<file path="config.mk">
export PLATFORM = sky130hd
export DESIGN_NAME = rv32_wb_stage
export DESIGN_NICKNAME = d
export VERILOG_FILES = /design/src/rtl/rv32_pkg.sv /design/src/rtl/rv32_load_extend.sv /design/src/rtl/rv32_wb_stage.sv
export SDC_FILE = /design/constraint.sdc
export NUM_CORES = 1
export LEC_CHECK = 0
export ABC_AREA = 1
export CAP_MARGIN = 5
export CORE_AREA = 3 3 120 122
export DETAILED_ROUTE_END_ITERATION = 6
export DIE_AREA = 0 0 123 125
export GPL_ROUTABILITY_DRIVEN = 0
export PLACE_DENSITY_LB_ADDON = 0.3
export SLEW_MARGIN = 20
export SYNTH_ARGS = -nofsm -noshare
export SYNTH_HDL_FRONTEND = slang
export SYNTH_SLANG_ARGS = --single-unit
</file>
<file path="constraint.sdc">
create_clock -name clk -period 1.8 [get_ports clk]
set_input_delay 0.36 -clock clk [delete_from_list [all_inputs] [get_ports clk]]
set_output_delay 0.36 -clock clk [all_outputs]
set_load 0.005 [all_outputs]
</file>
<file path="src/rtl/rv32_pkg.sv">
// Shared RV32 pipeline types and constants: writeback source select, halt FSM states,
// load opcode and load funct3 encodings.
package rv32_pkg;

  typedef enum logic [1:0] {
    ALU    = 2'b00,
    BSHIFT = 2'b01,
    PCRET  = 2'b10,
    LOAD   = 2'b11
  } wb_src_e;

  typedef enum logic [1:0] {
    RUN    = 2'b00,
    DRAIN  = 2'b01,
    HALTED = 2'b10
  } wb_state_e;

  localparam logic [6:0] OPC_LOAD = 7'b0000011;

  localparam logic [2:0] F3_LB  = 3'b000;
  localparam logic [2:0] F3_LH  = 3'b001;
  localparam logic [2:0] F3_LW  = 3'b010;
  localparam logic [2:0] F3_LBU = 3'b100;
  localparam logic [2:0] F3_LHU = 3'b101;

endpackage

</file>
<file path="src/rtl/rv32_load_extend.sv">
// Load data extraction: picks byte/half/word at the address offset and sign/zero-extends.
// Purely combinational (0 latency); no flow control.
module rv32_load_extend
  import rv32_pkg::*;
(
  input  logic [2:0]  funct3,
  input  logic [1:0]  offset,
  input  logic [31:0] word,
  output logic [31:0] data,
  output logic        misalign
);

  logic [31:0] shifted;
  logic [7:0]  byte_sel;
  logic [15:0] half_sel;

  assign shifted  = word >> {offset, 3'b000};
  assign byte_sel = shifted[7:0];
  assign half_sel = offset[1] ? word[31:16] : word[15:0];

  always_comb begin
    data     = word;
    misalign = 1'b0;
    case (funct3)
      F3_LB:  data = {{24{byte_sel[7]}}, byte_sel};
      F3_LBU: data = {24'd0, byte_sel};
      F3_LH: begin
        data     = {{16{half_sel[15]}}, half_sel};
        misalign = offset[0];
      end
      F3_LHU: begin
        data     = {16'd0, half_sel};
        misalign = offset[0];
      end
      F3_LW:  misalign = |offset;
      default: data = word;
    endcase
  end

endmodule

</file>
<file path="src/rtl/rv32_wb_stage.sv">
// RV32 writeback: source select, load extend, RF write port, bypass register, halt drain FSM.
// RF port/misalign 0-cycle, bypass/halted/instret 1-cycle; no backpressure. RV32_WB_INSTRET_EN builds instret.
module rv32_wb_stage
  import rv32_pkg::*;
(
  input  logic        clk,
  input  logic        rst_n,
  input  logic [31:0] alu_res,
  input  logic [31:0] bshift,
  input  logic [31:0] pc_ret,
  input  logic [31:0] data_res,
  input  logic [2:0]  rf,
  input  logic        pc_hlt,
  input  logic [31:0] code,
  input  logic [4:0]  sel_rd1,
  output logic        rf_we,
  output logic [4:0]  rf_waddr,
  output logic [31:0] rf_wdata,
  output logic        byp_valid,
  output logic [4:0]  byp_rd,
  output logic [31:0] byp_data,
  output logic        misalign,
  output logic        halted,
  output logic [63:0] instret
);

  wb_state_e   state_q, state_d;
  logic        valid;
  logic        is_load;
  logic        ld_illegal;
  logic        ld_misalign;
  logic [2:0]  funct3;
  logic [31:0] ld_data;
  logic        retire;
  logic        byp_valid_q;
  logic [4:0]  byp_rd_q;
  logic [31:0] byp_data_q;

  assign funct3  = code[14:12];
  assign is_load = (code[6:0] == OPC_LOAD);
  assign valid   = (code != 32'd0) && (state_q != HALTED);

  rv32_load_extend u_load_extend (
    .funct3   (funct3),
    .offset   (alu_res[1:0]),
    .word     (data_res),
    .data     (ld_data),
    .misalign (ld_misalign)
  );

  // Reserved load funct3 encodings retire but never write.
  assign ld_illegal = is_load && !(funct3 inside {F3_LB, F3_LH, F3_LW, F3_LBU, F3_LHU});
  assign misalign   = valid && is_load && ld_misalign;
  assign retire     = valid && !misalign;

  always_comb begin
    rf_wdata = alu_res;
    case (wb_src_e'(rf[2:1]))
      ALU:     rf_wdata = alu_res;
      BSHIFT:  rf_wdata = bshift;
      PCRET:   rf_wdata = pc_ret;
      LOAD:    rf_wdata = is_load ? ld_data : data_res;
      default: rf_wdata = alu_res;
    endcase
  end

  assign rf_we    = valid && rf[0] && (sel_rd1 != 5'd0) && !misalign && !ld_illegal;
  assign rf_waddr = sel_rd1;

  always_comb begin
    state_d = state_q;
    case (state_q)
      RUN:     if (valid && !pc_hlt) state_d = DRAIN;
      DRAIN:   state_d = HALTED;
      HALTED:  state_d = HALTED;
      default: state_d = RUN;
    endcase
  end

  always_ff @(posedge clk or negedge rst_n) begin
    if (!rst_n) begin
      state_q     <= RUN;
      byp_valid_q <= 1'b0;
      byp_rd_q    <= 5'd0;
      byp_data_q  <= 32'd0;
    end else begin
      state_q <= state_d;
      if (state_q != HALTED) begin
        byp_valid_q <= rf_we;
        byp_rd_q    <= rf_waddr;
        byp_data_q  <= rf_wdata;
      end
    end
  end

  assign byp_valid = byp_valid_q;
  assign byp_rd    = byp_rd_q;
  assign byp_data  = byp_data_q;
  assign halted    = (state_q == HALTED);

`ifdef RV32_WB_INSTRET_EN
  logic [63:0] instret_q;

  always_ff @(posedge clk or negedge rst_n) begin
    if (!rst_n) begin
      instret_q <= 64'd0;
    end else if (retire) begin
      instret_q <= instret_q + 64'd1;
    end
  end

  assign instret = instret_q;
`else
  logic unused_retire;
  assign unused_retire = retire;
  assign instret       = 64'd0;
`endif

endmodule

</file>
==> results.sh <==
export IMPL_status="finished with violations"
export IMPL_violations="negative setup slack"
export IMPL_synth_cell_types=34
export IMPL_synth_simple_area_share=0.341
export IMPL_grt_start_max_net_pins=41
export IMPL_use_met1=0.266
export IMPL_worstPathMaxFanout=5
export IMPL_path_cells="buf_6 -> inv_2 -> nand2_2 -> nor2_4 -> nand3_4 -> buf_16 -> buf_4 -> a21oi_4 -> o21ai_2 -> a21boi_1 -> buf_2"
export IMPL_rsz0062_at_grt="true"
export IMPL_cp_arrival_ps=1740
export IMPL_cts_sinks=40
export IMPL_drc=0
export IMPL_ioPinCount=313
export IMPL_row_count=42
export IMPL_cts_clk_slew_worst_paths_ps=60
export IMPL_final_common_cell="clkdlybuf4s50_1"
export IMPL_synth_top_family_by_area="simple AND/OR/NAND/NOR gates"
export IMPL_pwr_share_clk=0.171
export IMPL_cts_inserted_buffers=5
export IMPL_max_freq_mhz=476
export IMPL_cts_tree="done"
export IMPL_cap_violations=0
export IMPL_cp_slowest_cell="buf_16"
export IMPL_p_leak_uw=0.00402
export IMPL_drtPass1Iterations=5
export IMPL_yosys_warnings=0
export IMPL_end_kind="output pin"
export IMPL_globalRoute_totalOverflow=0
export IMPL_final_nets=1162
export IMPL_syn2layout_area_growth_pct=101
export IMPL_ys_seq_elements=40
export IMPL_fill_cells=1201
export IMPL_clk_latency_ps=280
export IMPL_io_buffers=248
export IMPL_fin_crit_sh=1.17
export IMPL_dp_cells=1108
export IMPL_final_area_mm2=0.00836
export IMPL_crit_type="in2out"
export IMPL_drv_slew=0
export IMPL_min_period_ps=2100
export IMPL_synthCells=631
export IMPL_pwr_share_comb=0.567
export IMPL_die_w_um=123
export IMPL_yosys_area_share_xor_xnor=0
export IMPL_ant_nets=0
export IMPL_synth_adder_area_share=0.00904
export IMPL_synthMuxAreaShare=0
export IMPL_wl_per_cell_um=17.2
export IMPL_hold_buffers=0
export IMPL_drt_iter0_drc=219
export IMPL_cp_required_ps=1440
export IMPL_met3_usage=0.0646
export IMPL_startpoint_type="input port"
export IMPL_p_seq_frac=0.261
export IMPL_place_hpwl_mm=14.6
export IMPL_antenna_found_initial=2
export IMPL_syn_area_mm2=0.00415
export IMPL_setup_viol=33
export IMPL_hold_class="in2async"
export IMPL_gr_usage_met2=0.458
export IMPL_dr_total_vias=5498
export IMPL_core_area_mm2=0.0133
export IMPL_vdd_ir_drop_max_mv=0.512
export IMPL_tns_ps=-7170
export IMPL_clockRootBuffer="clkbuf_16"
export IMPL_finalHoldViolations=0
export IMPL_syn_avg_cell_area_um2=6.58
export IMPL_final_cells=1167
export IMPL_placed_area_mm2=0.00717
export IMPL_p_sw_frac=0.368
export IMPL_avgViaCountPerCell=4.71
export IMPL_crit_path_max_incr_delay_ps=210
export IMPL_r2r_slack_ps=320
export IMPL_power_density_mw_per_mm2=724
export IMPL_switchingPower_uw=2230
export IMPL_cts_buffer_depth=2
export IMPL_fin_skew_ps=2.85
export IMPL_wirelength_mm=20.0
export IMPL_layout_common_cells="162 x clkdlybuf4s50_1, 138 x nand2_1, 113 x buf_4"
export IMPL_die_area_mm2=0.0154
export IMPL_setup_ws_ps=-302
export IMPL_synth_compound_area_frac=0.203
export IMPL_grt_usage=0.240
export IMPL_grt_pass1_wl_mm=29.1
export IMPL_top_usage_layer="met2"
export IMPL_grt_pass1_vias=5457
export IMPL_initial_core_util=0.312
export IMPL_drive_gt1_frac=0.405
export IMPL_yosysSeqAreaShare=0.241
export IMPL_cell_internal_pwr_uw=3820
export IMPL_die_y_um=125
export IMPL_htree_levels=2
-- state kept, by name, summed over array words and instances (netlist names) --
signal / cells
state_q: 2
byp_valid: 1
byp_data: 32
byp_rd: 5
-- cells in the mapped netlist, drive strengths merged --
library cell	n	area share
a21boi	24	0.043
a21oi	17	0.020
a221oi	31	0.065
and2	1	0.0015
buf	84	0.15
clkbuf	18	0.016
clkinv	1	0.00090
conb	1	0.00090
dfrtp	40	0.24
ha	3	0.0090
inv	38	0.036
nand2	216	0.21
nand3	31	0.040
nand3b	1	0.0018
nand4	4	0.0060
nor2	41	0.039
nor3	4	0.0048
o211ai	8	0.014
o21a	8	0.014
o21ai	36	0.043
o22ai	1	0.0015
or2	22	0.033
or3	1	0.0015
-- repair_timing --
| action | 4_1_cts | 5_1_grt |
|---|---|---|
| gates resized for setup | 380 | 112 |
| gates cloned | 5 | 0 |
| pin swaps | 74 | 61 |
| buffers inserted | 45 | 13 |
| setup endpoints to repair | 54 | 39 |
-- power by group through the flow --
| stage | combinational [uW] | clock [uW] | sequential (uW) |
|---|---|---|---|
| 2_1_floorplan | 1220 | 0 | 1610 |
| 3_3_place_gp | 3220 | 0 | 1570 |
| 3_5_place_dp | 3250 | 0 | 1580 |
| 4_1_cts | 3360 | 1050 | 1580 |
| 5_1_grt | 3740 | 1100 | 1640 |
| 6_report | 3430 | 1040 | 1580 |
-- cell families after synthesis --
group	count (synthesis)
buffers and inverters	141
AO/OA/AOI/OAI	125
other	1
AND/OR/NAND/NOR	321
adder cells (fa/ha/maj)	3
flip-flops	40
-- worst max-delay path, delay by kind of cell --
family	cells	cell delay [ps]
AOI/OAI and AO/OA	3	380
buffers and inverters	5	620
and+or+nand+nor	3	380
-- routing by layer --
metal / vias up / part of all wire
li1: 2669 / -
met1: 2539 / 0.37
met2: 260 / 0.52
met3: 30 / 0.091
met4: 0 / 0.021
met5: - / 0
-- final timing paths --
check | start | to | cells past startpoint
max | code[4] | rf_wdata[6] | 11
max reg2reg | state_q[0]$_DFFE_PN0P_ | state_q[0]$_DFFE_PN0P_ | 8
min reg2reg | byp_rd[1]$_DFFE_PN0N_ | byp_rd[1]$_DFFE_PN0N_ | 2
min in group clk | sel_rd1[3] | byp_rd[3]$_DFFE_PN0N_ | 3
min | rst_n | byp_data[22]$_DFFE_PN0N_ | 2
max in group asynchronous | rst_n | state_q[0]$_DFFE_PN0P_ | 2
-- cell type report --
type | instances | area (um^2) | area share
inverters | 39 | 166 | 0.0199
diodes | 2 | 5.00 | 0.000598
multi-input cells | 514 | 3290 | 0.393
repair buffers | 387 | 3510 | 0.420
clock buffers | 6 | 129 | 0.0154
well taps | 176 | 220 | 0.0263
flip-flops and latches | 40 | 1000 | 0.120
repair inverters | 1 | 6.26 | 0.000748
clock inverters | 2 | 35.0 | 0.00419
-- through the flow --
step / utilization / hold slack [ps] / total power [uW] / setup slack (ps)
6_report: 0.629 / 35.5 / 6050 / -302
5_1_grt: 0.629 / 53.7 / 6480 / -407
4_1_cts: 0.602 / 58.3 / 5990 / -328
3_5_place_dp: 0.540 / 353 / 4830 / -1030
3_3_place_gp: 0.540 / 353 / 4790 / -1010
2_1_floorplan: - / 64.4 / 2840 / 83.6
(Power assumes the default switching activity.)
